===== src/rtl/alu_mc_if.sv =====
// alu_mc_if: start/done request bus between the control unit and the
// multi-cycle ALU. The master issues operations; the slave (ALU) returns
// the registered result and flags.
interface alu_mc_if #(
    parameter int WIDTH = 32
);
    logic             start_i;
    logic [3:0]       ctrl_i;
    logic [WIDTH-1:0] src1_i;
    logic [WIDTH-1:0] src2_i;
    logic             ready_o;
    logic             done_o;
    logic [WIDTH-1:0] result_o;
    logic             zero_o;
    logic             cout_o;
    logic             overflow_o;

    modport master (
        output start_i, ctrl_i, src1_i, src2_i,
        input  ready_o, done_o, result_o, zero_o, cout_o, overflow_o
    );

    modport slave (
        input  start_i, ctrl_i, src1_i, src2_i,
        output ready_o, done_o, result_o, zero_o, cout_o, overflow_o
    );
endinterface


===== src/rtl/alu_mc.sv =====
// alu_mc: WIDTH-bit multi-cycle ALU with registered result and flags.
// AND/OR/ADD/SUB/SLT/NOR complete one edge after acceptance. The optional
// shift-add multiplier (ctrl 1000) is built only when ALU_MC_MUL_EN is
// defined; otherwise 1000 behaves as an illegal code.
module alu_mc #(
    parameter int WIDTH = 32
) (
    input logic     clk_i,
    input logic     rst_i,
    alu_mc_if.slave bus
);
    localparam logic [3:0] OP_AND = 4'b0000;
    localparam logic [3:0] OP_OR  = 4'b0001;
    localparam logic [3:0] OP_ADD = 4'b0010;
    localparam logic [3:0] OP_SUB = 4'b0110;
    localparam logic [3:0] OP_SLT = 4'b0111;
    localparam logic [3:0] OP_NOR = 4'b1100;
`ifdef ALU_MC_MUL_EN
    localparam logic [3:0] OP_MUL = 4'b1000;
    localparam int         CW     = (WIDTH > 1) ? $clog2(WIDTH) : 1;

    typedef enum logic [1:0] {IDLE, EXEC, MUL} state_t;
`else
    typedef enum logic [0:0] {IDLE, EXEC} state_t;
`endif

    state_t           state_q, state_d;
    logic             load, write_exec, write_mul;
    logic [3:0]       ctrl_q;
    logic [WIDTH-1:0] a_q, b_q;
    logic [WIDTH-1:0] result_q;
    logic             cout_q, ovf_q, done_q;

    // Adder: ripple generalisation, with the carry into the MSB kept separate
    // so signed overflow is carry-in XOR carry-out of the top bit.
    logic             sub_mode, cin;
    logic [WIDTH-1:0] b_eff, low, sum;
    logic [1:0]       msb;
    logic             c_msb, add_cout, add_ovf;

    assign sub_mode = (ctrl_q == OP_SUB) || (ctrl_q == OP_SLT);
    assign cin      = sub_mode;
    assign b_eff    = sub_mode ? ~b_q : b_q;
    assign low      = {1'b0, a_q[WIDTH-2:0]} + {1'b0, b_eff[WIDTH-2:0]}
                    + {{(WIDTH-1){1'b0}}, cin};
    assign c_msb    = low[WIDTH-1];
    assign msb      = {1'b0, a_q[WIDTH-1]} + {1'b0, b_eff[WIDTH-1]} + {1'b0, c_msb};
    assign sum      = {msb[0], low[WIDTH-2:0]};
    assign add_cout = msb[1];
    assign add_ovf  = c_msb ^ add_cout;

    logic [WIDTH-1:0] exec_res;
    logic             exec_cout, exec_ovf;

    // Single-cycle result and flag selection for the EXEC state.
    always_comb begin
        // NOTE: every output gets a default first so no path leaves one unassigned and no latch is inferred.
        exec_res  = '0;
        exec_cout = 1'b0;
        exec_ovf  = 1'b0;
        case (ctrl_q)
            OP_AND: exec_res = a_q & b_q;
            OP_OR:  exec_res = a_q | b_q;
            OP_NOR: exec_res = ~(a_q | b_q);
            OP_ADD, OP_SUB: begin
                exec_res  = sum;
                exec_cout = add_cout;
                exec_ovf  = add_ovf;
            end
            OP_SLT: exec_res = {{(WIDTH-1){1'b0}}, sum[WIDTH-1] ^ add_ovf};
            default: ;
        endcase
    end

`ifdef ALU_MC_MUL_EN
    // Shift-add multiplier: the upper half holds the partial sum, the lower
    // half the remaining multiplier bits, consumed LSB first.
    logic [2*WIDTH-1:0] acc_q, acc_d;
    logic [WIDTH:0]     partial;
    logic [CW-1:0]      cnt_q;

    assign partial = {1'b0, acc_q[2*WIDTH-1:WIDTH]} + (acc_q[0] ? {1'b0, a_q} : '0);
    assign acc_d   = {partial, acc_q[WIDTH-1:1]};

    // Accumulator and down-counter for the MUL iterations.
    always_ff @(posedge clk_i or posedge rst_i) begin
        if (rst_i) begin
            acc_q <= '0;
            cnt_q <= '0;
        end else if (load) begin
            acc_q <= {{WIDTH{1'b0}}, bus.src2_i};
            cnt_q <= CW'(WIDTH - 1);
        end else if (state_q == MUL) begin
            acc_q <= acc_d;
            if (cnt_q != '0) cnt_q <= cnt_q - CW'(1);
        end
    end
`endif

    // State register.
    always_ff @(posedge clk_i or posedge rst_i) begin
        // NOTE: sequential state uses non-blocking assignments so every register samples pre-edge values.
        if (rst_i) state_q <= IDLE;
        else       state_q <= state_d;
    end

    // Next-state logic and datapath strobes.
    always_comb begin
        state_d    = state_q;
        load       = 1'b0;
        write_exec = 1'b0;
        write_mul  = 1'b0;
        case (state_q)
            IDLE: begin
                if (bus.start_i) begin
                    load    = 1'b1;
                    state_d = EXEC;
`ifdef ALU_MC_MUL_EN
                    if (bus.ctrl_i == OP_MUL) state_d = MUL;
`endif
                end
            end
            EXEC: begin
                write_exec = 1'b1;
                state_d    = IDLE;
            end
`ifdef ALU_MC_MUL_EN
            MUL: begin
                if (cnt_q == '0) begin
                    write_mul = 1'b1;
                    state_d   = IDLE;
                end
            end
`endif
            default: state_d = IDLE;
        endcase
    end

    // Operand and opcode copies, taken when a request is accepted.
    always_ff @(posedge clk_i or posedge rst_i) begin
        if (rst_i) begin
            ctrl_q <= '0;
            a_q    <= '0;
            b_q    <= '0;
        end else if (load) begin
            ctrl_q <= bus.ctrl_i;
            a_q    <= bus.src1_i;
            b_q    <= bus.src2_i;
        end
    end

    // Registered result, flags and one-cycle done pulse.
    always_ff @(posedge clk_i or posedge rst_i) begin
        if (rst_i) begin
            result_q <= '0;
            cout_q   <= 1'b0;
            ovf_q    <= 1'b0;
            done_q   <= 1'b0;
        end else begin
            done_q <= 1'b0;
            if (write_exec) begin
                result_q <= exec_res;
                cout_q   <= exec_cout;
                ovf_q    <= exec_ovf;
                done_q   <= 1'b1;
            end
`ifdef ALU_MC_MUL_EN
            if (write_mul) begin
                result_q <= acc_d[WIDTH-1:0];
                cout_q   <= |acc_d[2*WIDTH-1:WIDTH];
                ovf_q    <= 1'b0;
                done_q   <= 1'b1;
            end
`endif
        end
    end

    assign bus.ready_o    = (state_q == IDLE);
    assign bus.done_o     = done_q;
    assign bus.result_o   = result_q;
    assign bus.zero_o     = (result_q == '0);
    assign bus.cout_o     = cout_q;
    assign bus.overflow_o = ovf_q;

`ifndef ALU_MC_MUL_EN
    // Without the multiplier the MUL-done strobe has no consumer.
    logic unused_write_mul;
    assign unused_write_mul = write_mul;
`endif
endmodule


===== src/flat_wrapper.sv =====
// flat-port wrapper written by rule: the top's interface ports become plain ports
module alu_mc_flat 
#(
    parameter int WIDTH = 32
)
  (clk_i, rst_i, bus_start_i, bus_ctrl_i, bus_src1_i, bus_src2_i, bus_ready_o, bus_done_o, bus_result_o, bus_zero_o, bus_cout_o, bus_overflow_o);
  alu_mc_if #(.WIDTH(WIDTH)) bus_i ();
  input logic clk_i;
  input logic rst_i;
  input wire logic [$bits(bus_i.start_i)-1:0] bus_start_i;
  input wire logic [$bits(bus_i.ctrl_i)-1:0] bus_ctrl_i;
  input wire logic [$bits(bus_i.src1_i)-1:0] bus_src1_i;
  input wire logic [$bits(bus_i.src2_i)-1:0] bus_src2_i;
  output wire logic [$bits(bus_i.ready_o)-1:0] bus_ready_o;
  output wire logic [$bits(bus_i.done_o)-1:0] bus_done_o;
  output wire logic [$bits(bus_i.result_o)-1:0] bus_result_o;
  output wire logic [$bits(bus_i.zero_o)-1:0] bus_zero_o;
  output wire logic [$bits(bus_i.cout_o)-1:0] bus_cout_o;
  output wire logic [$bits(bus_i.overflow_o)-1:0] bus_overflow_o;
  assign bus_i.start_i = bus_start_i;
  assign bus_i.ctrl_i = bus_ctrl_i;
  assign bus_i.src1_i = bus_src1_i;
  assign bus_i.src2_i = bus_src2_i;
  assign bus_ready_o = bus_i.ready_o;
  assign bus_done_o = bus_i.done_o;
  assign bus_result_o = bus_i.result_o;
  assign bus_zero_o = bus_i.zero_o;
  assign bus_cout_o = bus_i.cout_o;
  assign bus_overflow_o = bus_i.overflow_o;
  alu_mc #(.WIDTH(WIDTH)) u_core (.clk_i(clk_i), .rst_i(rst_i), .bus(bus_i));
endmodule

===== config.mk =====
export PLATFORM = sky130hd
export DESIGN_NAME = alu_mc_flat
export DESIGN_NICKNAME = d
export VERILOG_FILES = /design/src/rtl/alu_mc_if.sv /design/src/rtl/alu_mc.sv /design/src/flat_wrapper.sv
export SDC_FILE = /design/constraint.sdc
export NUM_CORES = 1
export LEC_CHECK = 0
export ABC_CLOCK_PERIOD_IN_PS = 7000
export CAP_MARGIN = 20
export CORE_MARGIN = 2
export CORE_UTILIZATION = 40
export DETAILED_ROUTE_END_ITERATION = 6
export GPL_TIMING_DRIVEN = 1
export SLEW_MARGIN = 20
export SYNTH_ARGS = -nofsm -noshare
export SYNTH_HDL_FRONTEND = slang
export SYNTH_SLANG_ARGS = --single-unit
export TNS_END_PERCENT = 20

===== constraint.sdc =====
create_clock -name clk_i -period 7 [get_ports clk_i]
set_input_delay 0.7 -clock clk_i [delete_from_list [all_inputs] [get_ports clk_i]]
set_output_delay 0.7 -clock clk_i [all_outputs]
set_load 0.03 [all_outputs]

==> out/metrics.cfg <==
[cells_and_area]
seq_area_um2=2600
final_common_cell=clkdlybuf4s50_1
multi_input_area_um2=4110
final_layout_size_suffix_gt1_share_pct=13.1
stdcell_area_um2=8510
fillers=1553
final_cell_mix=clkdlybuf4s50_1 (107), dfrtp_1 (104), mux2_2 (66)
area_delta_synth_final_pct=22.3
final_nets=898
diodes=0

[sta]
finalSetupViolCount=0
max_freq_ghz=0.238
fin_crit_ns=4.20
worstMarginPinSlew_ns=0.878
hold_violations=0
setup-tns-final_ns=0
slew_violations=0
grt_setup_unrepaired=no
timing.final.crit_share_pct=59.9
skew_ns=0.0109
slew_headroom_pct=41.5

[floorplanning]
fp.coreArea_um2=17200
rows=48
dieWidth_um=136
die_area_um2=18500
top_level_ports=108
die_y_um=136
initial_core_util_pct=40.5

[routing]
initialDrtViolationCount=364
finalWirelength_um=18100
ant_nets=0
wl_per_cell_um=17.8
vias=5759
drc=0
viasPerCell=5.67
drt_first_pass_iters=4

[global_route]
grt_usage_pct=20.4
grt_pass1_vias=5897
grt_first_pass_wirelength_um=29800
grt_max_degree=72
overflow=0
antenna_found_initial=0

[synthesis]
synth.avg_cell_area_um2=9.86
synth_adder_area_share_pct=7.33
synth_xor_xnor_area_share_pct=7.55
synthArstFlopShare_pct=100
netlist_area_um2=6960
synth_top_family_by_area=compound AO/OA/AOI/OAI gates
ys.warnings.count=0
synth_seq_cells=104
synth_edf_count=0
synth_fp_nets=816
synthSimpleGateAreaFrac_pct=11.8
syn_inst=706
synth-compound-area-share_pct=21.3
yosysTopAreaCellShare_pct=37.4
synth_top_area_cell=dfrtp_1
yosys-top-cells-area=dfrtp_1 (37%), mux2_2 (11%), ha_1 (6.5%)
synthMuxAreaShare_pct=10.8
seq_area_frac_synth_pct=37.4
ys_types=53
synthFlopType=dfrtp_1

[pwr]
power-per-cell-area_nw_per_um2=308
p_leak_uw=0.00366
swShare_pct=40.1
pwr-share-seq_pct=32.0
p_int_uw=1570
max-vdd-ir-drop_uv=153
p_comb_share_pct=47.3
power_switching_uw=1050
power_frac_clock_pct=20.7

[clock_network]
cts_max_level=3
cts-root-buf=clkbuf_16
cts_tree=built
numCtsBuffers=9
clk_path_buf_depth=2
cts-resized-gates=0
cts_sinks=104
cts_setup_buffers=0
path_clk_slew_ns=0.07
clock_latency_ns=0.36
cts_hold_buf=0

[worst_hold_path]
hp-start=u_core.bus.result_o[22]$_DFFE_PP0P_
hold_class=reg -> reg

[place]
place_area_um2=8210
place_hpwl_um=13000
place.gp.congestion=0.950
portBuffers=107

[worst_setup_path]
cp_top_family=simple AND/OR/NAND/NOR gates
startpoint_type=flop
cp_num_buf_inv=1
reg2reg_to=u_core.bus.result_o[0]$_DFFE_PP0P_
crit_slowest_cell=nand3b_4
reg2reg_setup_slack_ns=2.80
crit_cells=17
crit_chain=nand3b_4, xnor2_1, ha_1, a21oi_1, o21ai_0, a21oi_1, and3_1, nand3_2, nand3_2, nand3_1, inv_1, fa_1, nand2_1, nor2_1, a221oi_1, a21oi_1, a21o_1
crit_start=u_core.ctrl_q[2]$_DFFE_PP0P_
crit_path_end_kind=flop
r2r-start=u_core.ctrl_q[2]$_DFFE_PP0P_
crit_fanout=34
required_ns=7.25
critical_path_class=reg -> reg
arrival_ns=4.45
cp-endpoint=u_core.bus.result_o[0]$_DFFE_PP0P_
worstRegToRegCells=17
crit_top_cell=a21oi_1
slowest_delay_ns=0.57

[outcome]
status=complete, no violations

[run]
drv_cap=0

-- layout make-up --
type | instances | area share, %
repair buffers | 115 | 13.3
inverters | 20 | 0.911
flip-flops and latches | 104 | 30.6
well taps | 225 | 3.31
multi-input cells | 538 | 48.3
clock inverters | 4 | 0.823
clock buffers | 10 | 2.81
-- worst register-to-register path: stages, from the launching register on --
cell	delay [ns]
dfrtp_1	0.56
nand3b_4	0.57
xnor2_1	0.35
ha_1	0.45
a21oi_1	0.13
o21ai_0	0.26
a21oi_1	0.14
and3_1	0.20
nand3_2	0.10
nand3_2	0.09
nand3_1	0.16
inv_1	0.08
fa_1	0.38
nand2_1	0.07
nor2_1	0.04
a221oi_1	0.24
a21oi_1	0.10
a21o_1	0.16
-- routing by layer --
metal / vias to the layer above / track usage (%) / share of wire, %
met2: 135 / 34.3 / 48
met4: 0 / 5.84 / 1.3
met1: 2813 / 26.8 / 46
li1: 2792 / - / -
met3: 19 / 3.73 / 4.6
met5: - / 0 / 0
-- cell usage after synthesis, types with 2 or more instances --
library cell / n
a221oi_1: 21
o21a_1: 3
nor2b_1: 3
nor4_1: 10
nand3_2: 4
or3_1: 2
o21ai_1: 5
fa_1: 3
buf_2: 9
nand2b_1: 2
a31oi_1: 6
buf_6: 2
nand2_1: 39
a221o_1: 12
o2bb2ai_1: 15
nand3_1: 11
inv_1: 20
o21bai_1: 4
and4_1: 2
xor2_1: 14
dfrtp_1: 104
o21ai_0: 25
a21o_1: 41
nand4_1: 8
ha_1: 36
a21oi_1: 61
mux2_2: 66
xnor2_1: 46
nor3_1: 35
clkbuf_1: 32
o221ai_1: 7
nor2_1: 34
and3_1: 4
-- flip-flops by register name (all words and copies together) (netlist names) --
signal / flops
u_core.a_q: 32
u_core.b_q: 32
u_core.bus.result_o: 32
u_core.ctrl_q: 4
u_core.bus.cout_o: 1
u_core.bus.done_o: 1
u_core.bus.overflow_o: 1
u_core.state_q: 1
-- kinds of logic (layout without fill, tap and decap cells) --
| family | Yosys count | count (layout) |
|---|---|---|
| AOI/OAI and AO/OA | 212 | 212 |
| xor gates and xnor gates | 60 | 60 |
| adders and majority gates | 39 | 39 |
| buffers and inverters | 64 | 149 |
| DFF | 104 | 104 |
| muxes | 67 | 67 |
| and+or+nand+nor | 160 | 160 |
-- metrics by stage --
step           utilization, %  setup slack, ns  cells  total power (µW)  hold WS (ns)
2_1_floorplan               -             3.32    706              1720         0.496
3_3_place_gp             47.8             3.06   1002              2050         0.516
3_5_place_dp             47.8             2.83   1002              2080         0.510
4_1_cts                  49.6             2.81   1016              2630         0.534
5_1_grt                  49.6             2.41   1016              2800         0.554
6_report                 49.6             2.80   1016              2620         0.529
-- power by group through the flow --
stage	logic, µW	clock network (µW)	registers [µW]
after floorplan	832	0	883
after global placement	1200	0	848
after detailed placement	1230	0	851
after CTS	1230	559	840
after global routing	1360	580	859
final	1240	542	840
-- worst min-delay path by stage --
stage	endpoint	slack [ns]	depth (start not counted)
after detailed placement	u_core.bus.result_o[6]$_DFFE_PP0P_	0.51	1
after CTS	u_core.bus.result_o[22]$_DFFE_PP0P_	0.53	2
after global placement	u_core.bus.cout_o$_DFFE_PP0P_	0.52	2
after floorplan	u_core.bus.done_o$_DFF_PP0_	0.50	0
final	u_core.bus.result_o[22]$_DFFE_PP0P_	0.53	2
after global routing	u_core.bus.result_o[6]$_DFFE_PP0P_	0.55	1
Power figures use the tool's default switching activity.
